[config.mk]
export PLATFORM = sky130hd
export DESIGN_NAME = ss_division_eval
export DESIGN_NICKNAME = d
export VERILOG_FILES = /design/src/rtl/ss_division_eval.sv
export SDC_FILE = /design/constraint.sdc
export NUM_CORES = 1
export LEC_CHECK = 0
export CAP_MARGIN = 20
export CORE_ASPECT_RATIO = 0.6
export CORE_MARGIN = 8
export CORE_UTILIZATION = 49
export CTS_BUF_LIST = sky130_fd_sc_hd__clkbuf_2 sky130_fd_sc_hd__clkbuf_4 sky130_fd_sc_hd__clkbuf_8
export DETAILED_ROUTE_END_ITERATION = 7
export GPL_TIMING_DRIVEN = 0
export PLACE_DENSITY = 0.79
export SLEW_MARGIN = 10
export SYNTH_ARGS = -nofsm -noshare
export SYNTH_HDL_FRONTEND = slang
export SYNTH_SLANG_ARGS = --single-unit
[constraint.sdc]
create_clock -name clk -period 5.4 [get_ports clk]
set_input_delay 0.54 -clock clk [delete_from_list [all_inputs] [get_ports clk]]
set_output_delay 0.54 -clock clk [all_outputs]
set_load 0.02 [all_outputs]
[src/rtl/ss_division_eval.sv]
// Stochastic-symbol division evaluator.
// Feedback-driven quotient estimate accumulated over a fixed window.
module ss_division_eval #(
    parameter int SW      = 2,
    parameter int RW      = 8,
    parameter int IW      = SW + RW - 1,
    parameter int LOG_LEN = 8,
    parameter int WARMUP  = 16,
    parameter int STEP_SH = 0,
    parameter int Q_INIT  = 2 ** RW
) (
    input  logic                    clk,
    input  logic                    rst,
    input  logic                    start,
    input  logic [IW-1:0]           x_input,
    input  logic [IW-1:0]           y_input,
    input  logic [RW-1:0]           x_randnum,
    input  logic [RW-1:0]           y_randnum,
    input  logic [RW-1:0]           z_randnum,
    output logic                    busy,
    output logic                    done,
    output logic [SW-1:0]           z_ss,
    output logic [LOG_LEN+SW-1:0]   counter
);

    localparam int PW   = LOG_LEN + $clog2(WARMUP + 2) + 1;
    localparam int DW   = 2 * SW + STEP_SH + 2;
    localparam int SUMW = ((IW > DW) ? IW : DW) + 2;
    localparam int CW   = LOG_LEN + SW;

    localparam logic [PW-1:0] WARM_LAST = PW'((WARMUP > 0) ? WARMUP - 1 : 0);
    localparam logic [PW-1:0] RUN_LAST  = PW'((2 ** LOG_LEN) - 1);

    typedef enum logic [1:0] {
        S_IDLE,
        S_WARM,
        S_RUN
    } state_t;

    state_t          r_state;
    state_t          w_next;
    logic [IW-1:0]   r_q;
    logic [PW-1:0]   r_phase;
    logic            r_done;
    logic [CW-1:0]   r_cnt;

    logic [SW-1:0]          w_x_ss;
    logic [SW-1:0]          w_y_ss;
    logic [SW-1:0]          w_zq;
    logic                   w_active;
    logic [2*SW-1:0]        w_prod;
    logic signed [DW-1:0]   w_d;
    logic signed [SUMW-1:0] w_step;
    logic signed [SUMW-1:0] w_sum;
    logic [IW-1:0]          w_qn;
    logic                   w_warm_last;
    logic                   w_run_last;

    // Integer part plus one stochastic LSB from the fractional compare.
    function automatic logic [SW-1:0] f_sym(
        input logic [IW-1:0] v,
        input logic [RW-1:0] r
    );
        logic [SW-1:0] hi;
        hi = SW'(v[IW-1:RW]);
        return hi + SW'(v[RW-1:0] > r);
    endfunction

    // Symbols, feedback error and clamped next estimate.
    always_comb begin
        w_x_ss   = f_sym(x_input, x_randnum);
        w_y_ss   = f_sym(y_input, y_randnum);
        w_zq     = f_sym(r_q, z_randnum);
        w_active = (r_state != S_IDLE);
        z_ss     = w_active ? w_zq : '0;
        w_prod   = (2*SW)'(z_ss) * (2*SW)'(w_y_ss);
        w_d      = $signed(DW'(w_x_ss)) - $signed(DW'(w_prod));
        w_step   = SUMW'(w_d) <<< STEP_SH;
        w_sum    = $signed(SUMW'(r_q)) + w_step;
        if (w_sum[SUMW-1]) begin
            w_qn = '0;
        end else if (|w_sum[SUMW-2:IW]) begin
            w_qn = '1;
        end else begin
            w_qn = w_sum[IW-1:0];
        end
        w_warm_last = (r_phase == WARM_LAST);
        w_run_last  = (r_phase == RUN_LAST);
    end

    // Next-state logic: IDLE -> (WARM) -> RUN -> IDLE.
    always_comb begin
        w_next = r_state;
        unique case (r_state)
            S_IDLE: begin
                if (start) begin
                    w_next = (WARMUP == 0) ? S_RUN : S_WARM;
                end
            end
            S_WARM: begin
                if (w_warm_last) begin
                    w_next = S_RUN;
                end
            end
            S_RUN: begin
                if (w_run_last) begin
                    w_next = S_IDLE;
                end
            end
            default: w_next = S_IDLE;
        endcase
    end

    // State register.
    always_ff @(posedge clk or negedge rst) begin
        if (!rst) begin
            r_state <= S_IDLE;
        end else begin
            r_state <= w_next;
        end
    end

    // Estimate, phase counter, accumulator and done pulse.
    always_ff @(posedge clk or negedge rst) begin
        if (!rst) begin
            r_q     <= IW'(Q_INIT);
            r_phase <= '0;
            r_cnt   <= '0;
            r_done  <= 1'b0;
        end else begin
            r_done <= 1'b0;
            unique case (r_state)
                S_IDLE: begin
                    if (start) begin
                        r_q     <= IW'(Q_INIT);
                        r_cnt   <= '0;
                        r_phase <= '0;
                    end
                end
                S_WARM: begin
                    r_q     <= w_qn;
                    r_phase <= w_warm_last ? '0 : r_phase + PW'(1);
                end
                S_RUN: begin
                    r_q     <= w_qn;
                    r_cnt   <= r_cnt + CW'(z_ss);
                    r_phase <= r_phase + PW'(1);
                    if (w_run_last) begin
                        r_done <= 1'b1;
                    end
                end
                default: begin
                    r_phase <= '0;
                end
            endcase
        end
    end

    assign busy    = w_active;
    assign done    = r_done;
    assign counter = r_cnt;

endmodule

==> results_dict.tcl <==
set metrics [dict create \
    status "finished, final reports clean" \
    drv_cap 0 \
    drt_wl_total_um 8130 \
    pre_cts_slack_ps -1090 \
    vias 2739 \
    synth_seq_cells 36 \
    fin_crit_sh 0.976 \
    setup_ws_ps 127 \
    final_common_cell "clkdlybuf4s50_1" \
    firstDrtPassIters 4 \
    coreArea_um2 6140 \
    cp-end-kind "register" \
    gr-total-overflow 0 \
    reg2reg_setup_slack_ps 220 \
    viasPerCell 5.41 \
    hp-class "in2async" \
    worstReg2RegEnd "r_q[7]" \
    die_h_um 77.9 \
    reg2reg_depth 23 \
    start_util 0.509 \
    cpPeakStageDelay_ps 460 \
    hpwlAfterDp_um 6080 \
    fin_crit_ps 5270 \
    cp-start-kind "primary input" \
    slew_headroom 0.431 \
    clock_path_buffers 2 \
    std_cell_rows 22 \
    slowest_stage "clkdlybuf4s50_1" \
    async_reset_ff_frac 1.00 \
    drive_gt1_frac 0.182 \
    synthCells 346 \
    clock_latency_ps 300 \
    critical_path_arrival_ps 5490 \
    cts_buffers 5 \
    cpMostUsedCell "ha_1" \
    tightest_slew_ps 846 \
    ant_nets 0 \
    wire_per_inst_um 16.1 \
    clock_skew_ps 11.1 \
    hold_buffers 0 \
    path_cells "clkdlybuf4s50_1, inv_1, ha_1, nor2b_1, o21a_1, o21ai_0, nand2b_1, a21oi_1, o21ai_0, o31a_1, ha_1, and2_4, ha_1, inv_1, ha_2, fa_2, fa_2, a211oi_2, o21bai_2, o31ai_4, o21bai_1, xnor2_1, nand3_2, o21ai_1" \
    fin_nets 517 \
    setup_viol 0 \
    total_power_mw 2.58 \
    cts.sinks 36 \
    worst_ep_required_time_ps 5620 \
    die_x_um 119 \
    syn2layout_area_growth_pct 35.3 \
    grt_pass1_vias 2738 \
    synth_warnings 0 \
    peakVddDrop_mv 0.470 \
    critPathKind "in2reg" \
    grt_max_degree 22 \
    synth.distinct_cells 52 \
    report.final.slew_viol_count 0 \
    cp_max_fo 8 \
    holdWs_ps 184 \
    clock.fmax_ghz 0.190 \
    syn-cell-area_um2 3120 \
    place_inst 490 \
    antenna_found_initial 0 \
    io_buffers 58 \
    grt_usage 0.172 \
    p_per_area_nw_per_um2 611 \
    yosysSeqAreaShare 0.289 \
    gp_congestion 0.854 \
    r2r_start "r_q[1]" \
    synth_edf_count 0 \
    finalSetupTns_ps 0 \
    ios 59 \
    leakage_nw 1.98 \
    drc 0 \
    htree_levels 2 \
    cts_tree "done" \
    cts.reportedPaths.clkPinSlew_ps 80 \
    setup.worst_path.start "y_randnum[1]" \
    syn_area_per_cell_um2 9.03 \
    clock-root-buffer "clkbuf_8" \
    antennaDiodeCount 0 \
    synth_nets 442 \
    crit_end "r_q[7]" \
    final_cells 506 \
    grt_pass1_wl_um 13300 \
    drtIter0Drc 197 \
    finalHoldViolations 0 \
    layout_common_cells "56 x clkdlybuf4s50_1, 39 x ha_1, 35 x dfrtp_1" \
    die_area_um2 9270 \
    ys.flop_type "dfrtp_1" \
]
==> per-layer routing <==
layer | share of wire | GRT usage | wire [µm] | vias up
li1 | - | - | - | 1357
met1 | 0.50 | 0.244 | 4100 | 1272
met2 | 0.42 | 0.259 | 3390 | 102
met3 | 0.069 | 0.0470 | 565 | 8
met4 | 0.0084 | 0.0301 | 68 | 0
met5 | 0 | 0 | 0 | -
==> synth_stat cells (2+ instances only) <==
cell type	n	area [µm²]
nand4_1	4	25.0
nand3_1	13	65.1
o21a_1	3	22.5
ha_1	48	601
nor2_2	10	62.6
inv_1	36	135
nor2b_1	6	37.5
clkbuf_1	2	7.51
nor3_1	2	10.0
a32o_1	2	20.0
o21ai_1	3	15.0
o21bai_1	2	15.0
nor2_1	21	78.8
xnor2_1	9	78.8
a21oi_1	17	85.1
and3_1	9	56.3
and2_1	4	25.0
a21o_1	7	52.6
a211oi_1	4	30.0
o31a_1	2	17.5
xor2_1	16	140
a31oi_1	2	12.5
nand2b_1	4	25.0
mux2_2	2	22.5
o21ai_0	22	110
mux2i_1	2	20.0
fa_1	3	60.1
dfrtp_1	35	876
and4_1	2	17.5
or3_1	3	18.8
nand2_1	29	109
nor4_1	2	12.5
==> cell families after synthesis <==
| kind of cell | Yosys count | share of synthesized area |
|---|---|---|
| mux | 4 | 0.0136 |
| compound gates | 74 | 0.165 |
| simple gates | 116 | 0.200 |
| fa+ha+maj | 51 | 0.211 |
| flops | 36 | 0.289 |
| xor+xnor | 25 | 0.0701 |
| buf+inv | 40 | 0.0517 |
==> power by group <==
part,switching [mW],internal [mW]
Combinational,0.959,0.954
Sequential,0.0771,0.350
Clock,0.106,0.137
==> cell type report <==
type / count / area, µm²
Multi-Input combinational cell: 270 / 2270
Fill cell: 472 / 1910
Sequential cell: 36 / 902
Timing Repair Buffer: 68 / 682
Inverter: 36 / 135
Tap cell: 84 / 105
Clock buffer: 5 / 68.8
Clock inverter: 3 / 42.5
Buffer: 4 / 26.3
==> worst min-delay path by stage <==
| stage | startpoint | to | depth (start not counted) |
|---|---|---|---|
| floorplan | rst | counter[0] | 0 |
| detailed placement | r_phase[1] | r_phase[1] | 2 |
| CTS | rst | r_q[1] | 1 |
| finish | rst | r_q[4] | 1 |
| global route | rst | r_q[6] | 1 |
| global placement | r_phase[1] | r_phase[1] | 2 |
==> flip-flops by register name, indices dropped and copies added (netlist names) <==
signal   flops
r_state      2
r_phase     14
done         1
counter     10
r_q          9
==> stage by stage <==
step	area [µm²]	utilization
6_report	4230	0.689
3_3_place_gp	3810	0.621
2_1_floorplan	3120	-
5_1_grt	4230	0.689
3_5_place_dp	3840	0.625
4_1_cts	4110	0.669
==> worst max-delay path: cells and delay by family <==
family	cells	cell delay, ps
compound gates	10	1730
xor+xnor	1	210
fa+ha+maj	6	1850
buf+inv	3	560
simple gates	4	600
==> timing repair <==
item | in CTS | in global routing
endpoints found under the setup margin | 9 | 9
resized for setup | 29 | 23
pin swaps | 10 | 27
setup buffers | 5 | 3
Note: power is estimated with default switching activity, not from simulation.
